File: config.mk
export PLATFORM = sky130hd
export DESIGN_NAME = ex_muldiv
export DESIGN_NICKNAME = d
export VERILOG_FILES = /design/src/rtl/ex_muldiv_pkg.sv /design/src/rtl/ex_div_iter.sv /design/src/rtl/ex_muldiv.sv
export SDC_FILE = /design/constraint.sdc
export NUM_CORES = 2
export LEC_CHECK = 0
export CORE_ASPECT_RATIO = 0.5
export CORE_MARGIN = 2
export CORE_UTILIZATION = 70
export DETAILED_ROUTE_END_ITERATION = 12
export GPL_ROUTABILITY_DRIVEN = 0
export PLACE_DENSITY_LB_ADDON = 0.15
export SETUP_SLACK_MARGIN = 0.4
export SYNTH_ARGS = -nofsm -noshare
export SYNTH_HDL_FRONTEND = slang
export SYNTH_SLANG_ARGS = --single-unit
File: constraint.sdc
create_clock -name clk -period 28.8 [get_ports clk]
set_clock_uncertainty 0.1 [all_clocks]
set_input_delay 5.76 -clock clk [delete_from_list [all_inputs] [get_ports clk]]
set_output_delay 5.76 -clock clk [all_outputs]
set_load 0.01 [all_outputs]
File: src/rtl/ex_muldiv_pkg.sv
// Shared op codes, FSM encoding and helpers for the ex_muldiv unit.
// EX_MULDIV_MADD_EN: when defined, MADD/MADDU/MSUB/MSUBU (codes 4..7) are legal accumulate ops.
package ex_muldiv_pkg;

    localparam logic [2:0] MD_OP_MULT  = 3'd0;
    localparam logic [2:0] MD_OP_MULTU = 3'd1;
    localparam logic [2:0] MD_OP_DIV   = 3'd2;
    localparam logic [2:0] MD_OP_DIVU  = 3'd3;
    localparam logic [2:0] MD_OP_MADD  = 3'd4;
    localparam logic [2:0] MD_OP_MADDU = 3'd5;
    localparam logic [2:0] MD_OP_MSUB  = 3'd6;
    localparam logic [2:0] MD_OP_MSUBU = 3'd7;

    typedef enum logic [1:0] {StIdle, StMul, StDiv, StFin} md_state_e;

    // Bit 0 of every op code selects unsigned operands.
    function automatic logic md_is_div(input logic [2:0] op);
        return op[2:1] == 2'b01;
    endfunction

endpackage

File: src/rtl/ex_div_iter.sv
// Restoring radix-2 divider on unsigned magnitudes: one quotient bit per cycle, DATA_W cycles.
module ex_div_iter #(
    parameter int unsigned DATA_W = 32,
    parameter int unsigned CNT_W  = 6
) (
    input  logic              clk,
    input  logic              rst_,
    input  logic              start,
    input  logic              clear,
    input  logic [DATA_W-1:0] dividend,
    input  logic [DATA_W-1:0] divisor,
    output logic              last,
    output logic [DATA_W-1:0] quot,
    output logic [DATA_W-1:0] rem
);
    localparam logic [CNT_W-1:0] LastCnt = CNT_W'(DATA_W - 1);

    logic              run_q;
    logic [CNT_W-1:0]  cnt_q;
    logic [DATA_W-1:0] quo_q, rem_q, dvs_q;
    logic [DATA_W:0]   shifted;
    logic [DATA_W+1:0] diff;
    logic              unused_diff;

    always_comb begin
        shifted = {rem_q, quo_q[DATA_W-1]};
        diff    = {1'b0, shifted} - {2'b00, dvs_q};
    end

    // The partial remainder after a successful subtract is below the divisor.
    assign unused_diff = diff[DATA_W];
    assign last        = run_q && (cnt_q == LastCnt);
    assign quot        = quo_q;
    assign rem         = rem_q;

    always_ff @(posedge clk or negedge rst_) begin
        if (!rst_) begin
            run_q <= 1'b0;
            cnt_q <= '0;
            quo_q <= '0;
            rem_q <= '0;
            dvs_q <= '0;
        end else if (clear) begin
            run_q <= 1'b0;
            cnt_q <= '0;
        end else if (start) begin
            run_q <= 1'b1;
            cnt_q <= '0;
            quo_q <= dividend;
            rem_q <= '0;
            dvs_q <= divisor;
        end else if (run_q) begin
            quo_q <= {quo_q[DATA_W-2:0], ~diff[DATA_W+1]};
            rem_q <= diff[DATA_W+1] ? shifted[DATA_W-1:0] : diff[DATA_W-1:0];
            cnt_q <= cnt_q + CNT_W'(1);
            if (last) run_q <= 1'b0;
        end
    end

endmodule

File: src/rtl/ex_muldiv.sv
// Multi-cycle multiply/divide unit producing HI/LO pairs; stalls ex until done.
// Accumulate ops are enabled by defining EX_MULDIV_MADD_EN.
module ex_muldiv
    import ex_muldiv_pkg::*;
#(
    parameter int unsigned DATA_W  = 32,
    parameter int unsigned MUL_LAT = 2,
    parameter int unsigned CNT_W   = 6
) (
    input  logic              clk,
    input  logic              rst_,
    input  logic              start,
    input  logic [2:0]        op,
    input  logic [DATA_W-1:0] opa,
    input  logic [DATA_W-1:0] opb,
    input  logic [DATA_W-1:0] acc_hi,
    input  logic [DATA_W-1:0] acc_lo,
    input  logic              annul,
    output logic              busy,
    output logic              stall_req,
    output logic              done,
    output logic [DATA_W-1:0] res_hi,
    output logic [DATA_W-1:0] res_lo
);
    localparam logic [CNT_W-1:0] MulBase = CNT_W'(MUL_LAT - 1);

    md_state_e           state_q, state_d;
    logic [CNT_W-1:0]    cnt_q, cnt_d, mul_cyc_in, mul_cyc_q;
    logic [2:0]          op_q;
    logic [DATA_W-1:0]   opa_q, opb_q, res_hi_q, res_lo_q;
    logic                op_legal, is_idle, accept, div_start, div_last;
    logic                sgn, neg_q, neg_r;
    logic [DATA_W-1:0]   mag_a, mag_b, div_quot, div_rem;
    logic [2*DATA_W-1:0] a_ext, b_ext, prod, pend;

`ifdef EX_MULDIV_MADD_EN
    logic [2*DATA_W-1:0] acc_q;
    assign op_legal = 1'b1;

    always_ff @(posedge clk or negedge rst_) begin
        if (!rst_)       acc_q <= '0;
        else if (accept) acc_q <= {acc_hi, acc_lo};
    end
`else
    logic unused_acc;
    assign op_legal   = ~op[2];
    assign unused_acc = ^{acc_hi, acc_lo};
`endif

    assign is_idle    = (state_q == StIdle);
    assign accept     = start & op_legal & ~annul & is_idle;
    assign div_start  = accept & md_is_div(op) & (opb != '0);
    // Accumulate ops spend one extra cycle in MUL.
    assign mul_cyc_in = MulBase + CNT_W'(op[2]);
    assign mul_cyc_q  = MulBase + CNT_W'(op_q[2]);

    assign mag_a = (~op[0] & opa[DATA_W-1]) ? -opa : opa;
    assign mag_b = (~op[0] & opb[DATA_W-1]) ? -opb : opb;

    ex_div_iter #(
        .DATA_W (DATA_W),
        .CNT_W  (CNT_W)
    ) u_div (
        .clk      (clk),
        .rst_     (rst_),
        .start    (div_start),
        .clear    (annul),
        .dividend (mag_a),
        .divisor  (mag_b),
        .last     (div_last),
        .quot     (div_quot),
        .rem      (div_rem)
    );

    always_comb begin
        state_d = state_q;
        cnt_d   = cnt_q;
        unique case (state_q)
            StIdle: begin
                if (accept) begin
                    cnt_d = '0;
                    if (md_is_div(op))           state_d = (opb == '0) ? StFin : StDiv;
                    else if (mul_cyc_in == '0)   state_d = StFin;
                    else                         state_d = StMul;
                end
            end
            StMul: begin
                if (cnt_q == mul_cyc_q - CNT_W'(1)) begin
                    state_d = StFin;
                    cnt_d   = '0;
                end else begin
                    cnt_d = cnt_q + CNT_W'(1);
                end
            end
            StDiv:   if (div_last) state_d = StFin;
            StFin:   state_d = StIdle;
            default: state_d = StIdle;
        endcase
        if (annul && !is_idle) begin
            state_d = StIdle;
            cnt_d   = '0;
        end
    end

    // Result from latched operands; the product is only consumed MUL_LAT cycles after latching.
    always_comb begin
        sgn   = ~op_q[0];
        a_ext = {{DATA_W{sgn & opa_q[DATA_W-1]}}, opa_q};
        b_ext = {{DATA_W{sgn & opb_q[DATA_W-1]}}, opb_q};
        prod  = a_ext * b_ext;
        neg_q = sgn & (opa_q[DATA_W-1] ^ opb_q[DATA_W-1]);
        neg_r = sgn & opa_q[DATA_W-1];
        pend  = prod;
        if (md_is_div(op_q)) begin
            if (opb_q == '0) pend = {opa_q, {DATA_W{1'b1}}};
            else             pend = {neg_r ? -div_rem : div_rem, neg_q ? -div_quot : div_quot};
        end
`ifdef EX_MULDIV_MADD_EN
        else if (op_q[2]) begin
            pend = op_q[1] ? (acc_q - prod) : (acc_q + prod);
        end
`endif
    end

    always_ff @(posedge clk or negedge rst_) begin
        if (!rst_) begin
            state_q  <= StIdle;
            cnt_q    <= '0;
            op_q     <= MD_OP_MULT;
            opa_q    <= '0;
            opb_q    <= '0;
            res_hi_q <= '0;
            res_lo_q <= '0;
        end else begin
            state_q <= state_d;
            cnt_q   <= cnt_d;
            if (accept) begin
                op_q  <= op;
                opa_q <= opa;
                opb_q <= opb;
            end
            if (done) {res_hi_q, res_lo_q} <= pend;
        end
    end

    assign busy             = ~is_idle;
    assign done             = (state_q == StFin) & ~annul;
    assign stall_req        = (start & op_legal & is_idle) | (busy & ~done);
    assign {res_hi, res_lo} = done ? pend : {res_hi_q, res_lo_q};

endmodule

==> impl_metrics.tcl <==
set metrics [dict create \
    status "finished, final reports clean" \
    drc 0 \
    clkSinkCount 242 \
    synth_top_family_by_area "adder cells" \
    final_nets 7285 \
    worstMarginPinSlew_ns 1.29 \
    post_cts_hold_buffer_count 0 \
    ys_types 83 \
    wl_um 150000 \
    endpoint "res_hi[29]" \
    avgViaCountPerCell 6.07 \
    netlist_area_sq_um 52700 \
    grt_pass1_wl_um 240000 \
    cts_resized 0 \
    synth_mux_area_share_pct 2.02 \
    seq_area_frac_synth_pct 11.5 \
    cts_max_path_buffers 3 \
    cp-startpoint "op_q[0]" \
    max_freq_ghz 0.0589 \
    hold-worst-slack_ns 0.389 \
    die_area_sq_um 77600 \
    mappedNetlistNets 7394 \
    crit_arrival_ns 11.13 \
    yosysTopAreaCell "fa_1" \
    synth_flop_cell "dfrtp_1" \
    cap_violations 0 \
    cpMaxStageDelayCell "fa_1" \
    yosys.area_share.simple_pct 15.0 \
    numCtsBuffers 26 \
    min_period_ns 16.99 \
    layout_common_cells "inv_1 (1,192), fa_1 (1,126), nand2_1 (933)" \
    crit_fanout 42 \
    end_kind "output port" \
    rsz0062_at_grt "no" \
    yosys_register_bits 242 \
    initial_core_util_pct 70.5 \
    async_reset_ff_share_pct 100 \
    worstSetupPathType "reg2out" \
    cp.required_ns 22.94 \
    dr_total_vias 41400 \
    finalSetupTns_ns 0 \
    startpoint_type "flip-flop" \
    grt_max_degree 101 \
    grtUsageTotal_pct 40.5 \
    drt_iter0_drc 4084 \
    final_common_cell "inv_1" \
    cts-root-buf "clkbuf_16" \
    fin_util_pct 74.3 \
    overflow 0 \
    crit_top_cell "fa_1" \
    die_h_um 198 \
    die_w_um 392 \
    drtPass1Iterations 8 \
    layout_setup_ws_ns 11.81 \
    core_region_area_sq_um 74800 \
    htreeDepth 1 \
    yosysWarnings 0 \
    routedWlPerCell_um 22.0 \
    synth_compound_area_share_pct 8.11 \
    syn_area_per_cell_sq_um 8.97 \
    drive_above_1_share_pct 4.25 \
    grt_pass1_vias 44200 \
    syn_inst 5878 \
    r2r-end "res_hi_q[29]" \
    insertion_delay_ns 0.58 \
    portBuffers 137 \
    dp_hpwl_um 115000 \
    ff2ff_setup_slack_ns 18.61 \
    rows 71 \
    worst-path-buf-inv 9 \
    cp_num_cells 28 \
    timing.rr.start "op_q[0]" \
    cp_top_family "adder cells" \
    slew_violations 0 \
    cts_setup_buffers 0 \
    period_share_pct 59.0 \
    pre_cts_ws_ns 12.79 \
    ff2ff_path_depth 27 \
    hold_violations 0 \
    synth_edf_count 0 \
    synthXorXnorAreaFrac_pct 3.51 \
    min_path_type "reg2reg" \
    synth_top_area_share_pct 42.8 \
    ios 202 \
    slowest_delay_ns 0.93 \
    syn_to_final_growth_pct 5.45 \
    antenna_found_initial 6 \
    cts_tree "yes" \
    clk_pin_slew_ns 0.06 \
    setup_viol 0 \
    final_antenna_net_count 0 \
    ys_top_cells_by_area "fa_1 (43%), dfrtp_1 (11%), inv_1 (8.5%)" \
    max_slew_margin_pct 13.6 \
    synthAdderAreaFrac_pct 48.8 \
]
==> tightest hold or removal path, stage by stage, from the launching register on <==
cell and delay (ns):
dfrtp_1 0.32, nand2_1 0.04, o21ai_1 0.08
==> Yosys cell counts, types with 8 or more instances <==
library cell,count
a21oi_1,176
mux2_2,68
fa_1,1126
inv_1,1192
o21ai_0,208
nor3_1,34
buf_1,14
nor2b_1,17
and2_1,369
o21a_1,10
nor4_1,24
nand3_1,26
a31oi_1,27
or4_1,10
a21o_1,50
a211oi_1,20
o211ai_1,19
a22oi_1,11
nor3b_1,8
nor2_1,189
nand2b_1,23
mux2i_1,30
nand2_1,933
nand4_1,14
ha_1,255
o21bai_1,15
or2_2,19
o21ai_1,34
o31ai_1,21
and3_1,14
dfrtp_1,242
o22ai_1,25
clkbuf_1,329
or3_1,11
xor2_1,77
xnor2_1,134
o41ai_1,10
==> cell type report <==
| cell class | instances | area, sq um |
|---|---|---|
| antenna | 2 | 5.00 |
| clock buffer | 34 | 741 |
| clock inverter | 13 | 204 |
| fill | 5464 | 19200 |
| inverter | 1192 | 4470 |
| multi-input combinational | 4091 | 40800 |
| sequential | 242 | 6060 |
| tap | 1022 | 1280 |
| timing repair buffer | 216 | 1970 |
==> routing by layer <==
metal  GRT usage (%)  vias to the layer above  wire length (um)
li1                -                    17500                 -
met1            52.5                    20900             54700
met2            61.6                     2398             66100
met3            13.1                      546             19700
met4            20.7                        6              9450
met5               0                        -                35
==> kinds of logic (layout without fill, tap and decap cells) <==
family / Yosys count / in the layout
multiplexers: 98 / 98
AO/OA/AOI/OAI: 693 / 693
buffers and inverters: 1545 / 1455
AND/OR/NAND/NOR: 1708 / 1708
flip-flops: 242 / 242
other: 0 / 2
XOR/XNOR: 211 / 211
adder cells (fa/ha/maj): 1381 / 1381
==> flip-flops by register name, indices dropped and copies added (netlist names), 32 cells and up <==
register     flops
u_div.rem       32
opb_q           32
opa_q           32
res_hi_q        32
res_lo_q        32
u_div.dvs_q     32
u_div.quot      32
==> how the worst min path moves through the flow <==
| stage | startpoint | end | slack [ns] | cells after the start |
|---|---|---|---|---|
| 2_1_floorplan | cnt_q[5] | cnt_q[5] | 0.34 | 1 |
| 3_3_place_gp | cnt_q[5] | cnt_q[5] | 0.36 | 1 |
| 3_5_place_dp | res_hi_q[21] | res_hi_q[21] | 0.38 | 1 |
| 4_1_cts | res_hi_q[21] | res_hi_q[21] | 0.39 | 1 |
| 5_1_grt | res_hi_q[21] | res_hi_q[21] | 0.41 | 1 |
| 6_report | res_hi_q[30] | res_hi_q[30] | 0.39 | 2 |
==> per-stage QoR <==
| stage | instances | instance area (sq um) |
|---|---|---|
| floorplan | 5878 | 52700 |
| global placement | 6763 | 54600 |
| detailed placement | 6763 | 54600 |
| CTS | 6810 | 55600 |
| global route | 6810 | 55600 |
| finish | 6812 | 55600 |
Power is left out: the tool's default activity adds up to more than one toggle a clock period on the data nets, which glitch-free logic cannot reach.
